[config.mk]
export PLATFORM = sky130hd
export DESIGN_NAME = mul_seq
export DESIGN_NICKNAME = d
export VERILOG_FILES = /design/src/rtl/ula_pkg.sv /design/src/rtl/mul_seq.sv
export SDC_FILE = /design/constraint.sdc
export NUM_CORES = 1
export LEC_CHECK = 0
export ABC_AREA = 1
export CAP_MARGIN = 25
export CORE_MARGIN = 2
export CORE_UTILIZATION = 28
export CTS_BUF_LIST = sky130_fd_sc_hd__clkbuf_8
export DETAILED_ROUTE_END_ITERATION = 16
export HOLD_SLACK_MARGIN = 0.06
export PLACE_DENSITY_LB_ADDON = 0.08
export SETUP_SLACK_MARGIN = 0.1
export SLEW_MARGIN = 20
export SYNTH_ARGS = -nofsm -noshare
export SYNTH_HDL_FRONTEND = slang
export SYNTH_SLANG_ARGS = --single-unit
[constraint.sdc]
create_clock -name clk -period 1.4 [get_ports clk]
set_input_delay 0.14 -clock clk [delete_from_list [all_inputs] [get_ports clk]]
set_output_delay 0.14 -clock clk [all_outputs]
set_load 0.005 [all_outputs]
[src/rtl/ula_pkg.sv]
// Shared definitions for the ula and the units that borrow it.
// Holds the ula opcodes and the mul_seq controller state encoding.
package ula_pkg;

  localparam int ULA_WIDTH = 8;

  localparam logic [3:0] ULA_NOT  = 4'b0000;
  localparam logic [3:0] ULA_AND  = 4'b0001;
  localparam logic [3:0] ULA_OR   = 4'b0010;
  localparam logic [3:0] ULA_XOR  = 4'b0011;
  localparam logic [3:0] ULA_ADD  = 4'b0100;
  localparam logic [3:0] ULA_SUB  = 4'b0101;
  localparam logic [3:0] ULA_SLL  = 4'b0110;
  localparam logic [3:0] ULA_SRL  = 4'b0111;
  localparam logic [3:0] ULA_INC  = 4'b1000;
  localparam logic [3:0] ULA_SLL4 = 4'b1001;

  typedef enum logic [2:0] {
    S_IDLE = 3'd0,
    S_TEST = 3'd1,
    S_ADD  = 3'd2,
    S_SHL  = 3'd3,
    S_SHR  = 3'd4,
    S_DONE = 3'd5
  } mul_state_e;

endpackage

[src/rtl/mul_seq.sv]
// Shift-and-add 8-bit multiplier controller that borrows the shared ula
// through a req/gnt handshake; it owns no adder of its own.
module mul_seq
  import ula_pkg::*;
#(
  parameter int WIDTH = 8
) (
  input  logic             clk,
  input  logic             rst_n,
  input  logic             start,
  input  logic [WIDTH-1:0] op_a,
  input  logic [WIDTH-1:0] op_b,
  output logic             busy,
  output logic             done,
  output logic [WIDTH-1:0] product,
  output logic             alu_req,
  input  logic             alu_gnt,
  output logic [3:0]       alu_op,
  output logic [WIDTH-1:0] alu_ra,
  output logic [WIDTH-1:0] alu_rb,
  input  logic [WIDTH-1:0] alu_s,
  input  logic             alu_zero
);

  mul_state_e       state_q, state_d;
  logic [WIDTH-1:0] acc_q, acc_d;
  logic [WIDTH-1:0] mcand_q, mcand_d;
  logic [WIDTH-1:0] mplier_q, mplier_d;
  logic [WIDTH-1:0] product_q, product_d;

  always_ff @(posedge clk or negedge rst_n) begin
    if (!rst_n) begin
      state_q   <= S_IDLE;
      acc_q     <= '0;
      mcand_q   <= '0;
      mplier_q  <= '0;
      product_q <= '0;
    end else begin
      state_q   <= state_d;
      acc_q     <= acc_d;
      mcand_q   <= mcand_d;
      mplier_q  <= mplier_d;
      product_q <= product_d;
    end
  end

  // Every ula-using state only advances on a grant; otherwise it re-issues
  // the identical request and ignores alu_s/alu_zero.
  always_comb begin
    state_d   = state_q;
    acc_d     = acc_q;
    mcand_d   = mcand_q;
    mplier_d  = mplier_q;
    product_d = product_q;
    alu_req   = 1'b0;
    alu_op    = 4'b0000;
    alu_ra    = '0;
    alu_rb    = '0;
    done      = 1'b0;

    case (state_q)
      S_IDLE: begin
        if (start) begin
          acc_d     = '0;
          mcand_d   = op_a;
          mplier_d  = op_b;
          product_d = '0;
          state_d   = S_TEST;
        end
      end
      S_TEST: begin
        alu_req = 1'b1;
        alu_op  = ULA_AND;
        alu_ra  = mplier_q;
        alu_rb  = WIDTH'(1);
        if (alu_gnt) begin
          state_d = alu_zero ? S_SHL : S_ADD;
        end
      end
      S_ADD: begin
        alu_req = 1'b1;
        alu_op  = ULA_ADD;
        alu_ra  = acc_q;
        alu_rb  = mcand_q;
        if (alu_gnt) begin
          acc_d   = alu_s;
          state_d = S_SHL;
        end
      end
      S_SHL: begin
        alu_req = 1'b1;
        alu_op  = ULA_SLL;
        alu_ra  = mcand_q;
        alu_rb  = WIDTH'(1);
        if (alu_gnt) begin
          mcand_d = alu_s;
          state_d = S_SHR;
        end
      end
      S_SHR: begin
        alu_req = 1'b1;
        alu_op  = ULA_SRL;
        alu_ra  = mplier_q;
        alu_rb  = WIDTH'(1);
        if (alu_gnt) begin
          mplier_d = alu_s;
          // Multiplier exhausted: latch the product on the way into DONE.
          if (alu_zero) begin
            product_d = acc_q;
            state_d   = S_DONE;
          end else begin
            state_d = S_TEST;
          end
        end
      end
      S_DONE: begin
        done    = 1'b1;
        state_d = S_IDLE;
      end
      default: begin
        state_d = S_IDLE;
      end
    endcase
  end

  assign busy    = (state_q != S_IDLE);
  assign product = product_q;

endmodule

==> results.toml, run 1 <==
[status]
status = "complete, but fails checks"
failed_checks = "negative setup slack"

[routing]
drt-total-wl_um = 6750
wire_per_inst_um = 15.13
post_drt_via_cell_ratio = 4.592
drt_iter0_markers = 80
drc = 0
dr_total_vias = 2048
drt_pass1_iterations = 4
ant_nets = 0

[placement]
place_ws_ns = -0.3323
placed_cells = 404
gp_congestion = 0.7474
io_buffers = 58
dp_hpwl_um = 4147

[floorplan]
die_width_um = 86.50
dieArea_um2 = 7481
die_y_um = 86.50
placementRows = 30
io_pins = 60
start_util_pct = 28.52
coreArea_um2 = 6681

[worst_setup_path]
worstPathMaxFanout = 5
r2r-start = "state_q[1]"
worst_ep_required_time_ns = 1.26
crit_start = "state_q[1]"
cp_data_arrival_time_ns = 1.58
start_kind = "flop"
crit_type = "flop to output port"
endpoint_kind = "output port"
r2r_cells = 12

[yosys]
netlist_instances = 243
ys_types = 26
post-synth-top-count-cell = "nand2_1"
synth_area_per_cell_um2 = 7.842
synth_fp_nets = 272
synth_top_cell_by_area = "dfrtp_1"
yosysSeqAreaShare_pct = 45.96
yosys-top-cells-area = "dfrtp_1 (46%), nand2_1 (14%), inv_1 (6.1%)"
synth_top_area_share_pct = 45.96
yosysWarnings = 0
ys_seq_elements = 35
synthFlopType = "dfrtp_1"
synth_common_cells = "nand2_1 (71), dfrtp_1 (35), inv_1 (31)"
syn_area_um2 = 1906
async_flop_share_pct = 100.0
synth_edf_count = 0

[final_layout]
final_core_util_pct = 55.90
final_cell_count_no_fill = 446
fillers = 602
area_delta_synth_final_pct = 95.99
fin_nets = 394
antenna_cells = 0
drive_gt1_share_pct = 48.63

[global_route]
track_usage_pct = 18.84
grt_max_degree = 36
grt_pass1_wl_um = 10780
overflow = 0
grt_pass1_vias = 2170
top_usage_layer = "met2"
antenna_found_initial = 0
use_met1_pct = 23.44
grt_use_met2_pct = 32.66
use_met3_pct = 3.714

[cts]
cts_num_sinks = 35
cts_buffers = 5
cts_tree = "built"
clockBufferDepth = 2
htree_levels = 2
clkLatencyLatePin_ns = 0.29
cts_root_buffer = "clkbuf_8"
clkTransAtPathRegs_ns = 0.08

[worst_hold_path]
hold_path.class = "primary input to asynchronous set/reset pin"

[sta]
rsz0062_at_grt = "true"
clock_skew_ns = 0.004767
fmax_mhz = 582.7
slew_headroom_pct = 64.33
fin_crit_ns = 1.716
hold_viol = 0
finalSetupViolCount = 56
tns_ns = -11.90
finalCritPeriodShare_pct = 122.6
worst_pin_slew_ns = 0.5344
setup_ws_ns = -0.3162
slew_violations = 0

[power_and_ir_drop]
switchingPower_mw = 3.488
p_seq_share_pct = 19.1
p_leak_nw = 1.834
ir_drop_uv = 1317
p_int_mw = 5.070
p_sw_share_pct = 40.76
clock_power_share_pct = 10.9
combPwrFrac_pct = 70.0
powerDensity_nw_per_um2 = 2291

[run]
max-cap-violations = 0
==> metal layers <==
layer | wire, µm | share of wire [%]
met2 | 3490 | 52
met3 | 196 | 2.9
met5 | 0 | 0
met4 | 87 | 1.3
met1 | 2977 | 44
==> path summary, 6_finish.rpt <==
kind	endpoint	slack, ns
max	alu_ra[1]	-0.32
min	mcand_q[0]	0.22
max reg2reg	acc_q[5]	-0.29
min reg2reg	product[7]	0.47
max in group asynchronous	state_q[1]	0.98
min in group clk	acc_q[3]	0.45
==> stage by stage <==
stage	hold WS, ns	instance area, µm²	power (mW)
6_report	0.2169	3735	8.558
5_1_grt	0.2303	3735	9.108
4_1_cts	0.2274	3552	7.936
3_5_place_dp	0.4503	2838	5.379
3_3_place_gp	0.4511	2838	5.370
2_1_floorplan	-0.1556	1913	3.416
==> critical path, stage by stage (launching register included) <==
cell      delay [ns]
dfrtp_2         0.42
buf_6           0.13
buf_6           0.09
nand3_4         0.15
buf_12          0.19
o221ai_4        0.17
buf_2           0.14
==> sequential cells by signal, summed over array words and instances, names as in the netlist <==
register	count
state_q	3
mplier_q	8
mcand_q	8
product	8
acc_q	8
==> cell type report <==
class | count | area [µm²] | area share [%]
clock inverters | 3 | 43.79 | 1.173
flip-flops and latches | 35 | 878.3 | 23.52
clock buffers | 5 | 68.82 | 1.843
repair buffers | 123 | 1290 | 34.54
inverters | 32 | 137.6 | 3.685
well taps | 80 | 100.1 | 2.680
multi-input cells | 168 | 1216 | 32.56
==> placed cells by master, fill, tap and decap left out, drive strengths merged <==
master and instances:
dfrtp 35, conb 1, nor2 19, nor3 1
dlymetal6s2s 2, a21oi 9, nand2 77, buf 82
dlygate4sd2 6, bufinv 1, o21a 8, o21ai 27
o211ai 1, clkbuf 10, clkinv 2, inv 32
o221ai 8, or2 1, nand3 15, a31oi 1
clkdlybuf4s50 28
==> power by group through the flow <==
stage	Combinational, mW	Clock, mW	Sequential [mW]
floorplan	1.82	0	1.59
global placement	3.75	0	1.62
detailed placement	3.75	0	1.63
CTS	5.38	0.945	1.61
global route	6.42	0.995	1.69
finish	5.99	0.933	1.64
==> timing repair <==
action	CTS	global route
hold buffers	0	0
gates resized for setup	176	55
endpoints found under the hold margin	0	0
cloned	7	0
setup endpoints to repair	58	59
setup buffers	21	10
pin swaps	22	12
==> cells by family after synthesis <==
kind of cell / count (synthesis) / synth area share [%]
AND/OR/NAND/NOR: 112 / 24.95
AO/OA/AOI/OAI: 54 / 18.98
buffers and inverters: 41 / 9.914
flip-flops: 35 / 45.96
other: 1 / 0.1968
Power figures use the tool's default switching activity.
==> run 2: changes to the inputs <==
--- a/config.mk
+++ b/config.mk
@@ -13,6 +13,7 @@
 export DETAILED_ROUTE_END_ITERATION = 16
 export HOLD_SLACK_MARGIN = 0.06
 export PLACE_DENSITY_LB_ADDON = 0.08
+export RECOVER_POWER = 50
 export SETUP_SLACK_MARGIN = 0.1
 export SLEW_MARGIN = 20
 export SYNTH_ARGS = -nofsm -noshare
==> results.toml, run 2 (synthesized netlist as in run 1, its figures left out) <==
[status]
status = "complete, but fails checks"
failed_checks = "negative setup slack"

[floorplan]
die_width_um = 86.50
placementRows = 30
start_util_pct = 28.52
coreArea_um2 = 6681
die_y_um = 86.50
io_pins = 60
dieArea_um2 = 7481

[worst_setup_path]
start_kind = "flop"
crit_type = "flop to output port"
cp_data_arrival_time_ns = 1.58
worst_ep_required_time_ns = 1.26
worstPathMaxFanout = 5
reg2reg_slack_ns = -0.29
endpoint_kind = "output port"

[power_and_ir_drop]
p_leak_nw = 1.829
p_seq_share_pct = 19.1
switchingPower_mw = 3.487
ir_drop_uv = 1317
p_int_mw = 5.064
combPwrFrac_pct = 70.0
clock_power_share_pct = 10.9
p_sw_share_pct = 40.78
powerDensity_nw_per_um2 = 2299

[routing]
drc = 0
post_drt_via_cell_ratio = 4.596
wire_per_inst_um = 15.13
ant_nets = 0
drt_iter0_markers = 80
drt_pass1_iterations = 4
dr_total_vias = 2050
drt-total-wl_um = 6746

[global_route]
overflow = 0
grt_max_degree = 36
antenna_found_initial = 0
track_usage_pct = 18.84
grt_pass1_vias = 2170
grt_pass1_wl_um = 10780

[sta]
slew_violations = 0
slew_headroom_pct = 37.76
hold_viol = 0
clock_skew_ns = 0.004767
fmax_mhz = 582.7
rsz0062_at_grt = "true"
finalCritPeriodShare_pct = 122.6
fin_crit_ns = 1.716
worst_pin_slew_ns = 0.9336
setup_ws_ns = -0.3162
finalSetupViolCount = 56

[final_layout]
antenna_cells = 0
fin_nets = 394
area_delta_synth_final_pct = 95.21
drive_gt1_share_pct = 48.63
most-common-layout-cells = "nand2_1 (45), dfrtp_1 (33), buf_6 (29), clkdlybuf4s50_1 (27)"
final_core_util_pct = 55.67
final_common_cell = "nand2_1"
fillers = 604

[cts]
clockBufferDepth = 2
htree_levels = 2
clkLatencyLatePin_ns = 0.29
holdBufCountCts = 0
clkTransAtPathRegs_ns = 0.08
cts_num_sinks = 35
cts_tree = "built"
cts_root_buffer = "clkbuf_8"
cts_buffers = 5

[placement]
place_ws_ns = -0.3323
io_buffers = 58
gp_congestion = 0.7474
dp_hpwl_um = 4147

[worst_hold_path]
hold_path.class = "primary input to flop"

[run]
max-cap-violations = 0
-- run 2: changes by cell type in the layout (fill, tap and decap cells not counted), sizes merged --
cell	before	now
clkbuf	10	11
dlygate4sd3	0	1
clkdlybuf4s50	28	27
buf	82	81
-- run 2: cell type report --
class                      instances  area (µm²)  share of cell area [%]
clock buffer                       5       68.82                   1.850
clock inverter                     3       43.79                   1.177
inverter                          32       137.6                   3.700
multi-input combinational        168        1216                   32.69
sequential                        35       878.3                   23.61
tap                               80       100.1                   2.691
timing repair buffer             123        1275                   34.28
-- run 2: worst paths after layout --
kind / start / end / cells past startpoint
max: state_q[1] / alu_ra[1] / 6
min: alu_s[3] / acc_q[3] / 3
max reg2reg: state_q[1] / acc_q[5] / 12
min reg2reg: acc_q[7] / product[7] / 2
max in group asynchronous: rst_n / state_q[1] / 2
min in group asynchronous: rst_n / mcand_q[0] / 2
-- run 2: layer usage --
| metal | track usage, % | wire length [µm] | part of all wire (%) |
|---|---|---|---|
| met3 | 3.714 | 195 | 2.9 |
| met5 | 0 | 0 | 0 |
| met2 | 32.66 | 3491 | 52 |
| met1 | 23.44 | 2972 | 44 |
| met4 | 6.250 | 87 | 1.3 |
-- run 2: power groups by stage --
| stage | combinational [mW] | clock (mW) | sequential [mW] |
|---|---|---|---|
| floorplan | 1.82 | 0 | 1.59 |
| global placement | 3.75 | 0 | 1.62 |
| detailed placement | 3.75 | 0 | 1.63 |
| CTS | 5.38 | 0.945 | 1.61 |
| global route | 6.42 | 0.995 | 1.69 |
| finish | 5.98 | 0.933 | 1.64 |
-- run 2: timing repair --
action	4_1_cts	5_1_grt
buffers inserted	21	10
gates cloned	7	0
setup endpoints to repair	58	59
gates resized for setup	176	55
endpoints found under the hold margin	0	0
pin swaps	22	12
-- run 2: critical path, cell delays in order, from the launching register on --
cell	delay [ns]
dfrtp_2	0.42
buf_6	0.13
buf_6	0.09
nand3_4	0.15
buf_12	0.19
o221ai_4	0.17
buf_2	0.14
-- run 2: through the flow --
step / cell area [µm²] / power [mW] / TNS (ns) / instances / hold WS [ns]
4_1_cts: 3552 / 7.936 / -11.14 / 439 / 0.2274
3_5_place_dp: 2838 / 5.379 / -9.900 / 404 / 0.4503
5_1_grt: 3720 / 9.102 / -15.92 / 446 / 0.4651
3_3_place_gp: 2838 / 5.370 / -8.939 / 404 / 0.4511
6_report: 3720 / 8.551 / -11.90 / 446 / 0.4483
2_1_floorplan: 1913 / 3.416 / 0 / 243 / -0.1556
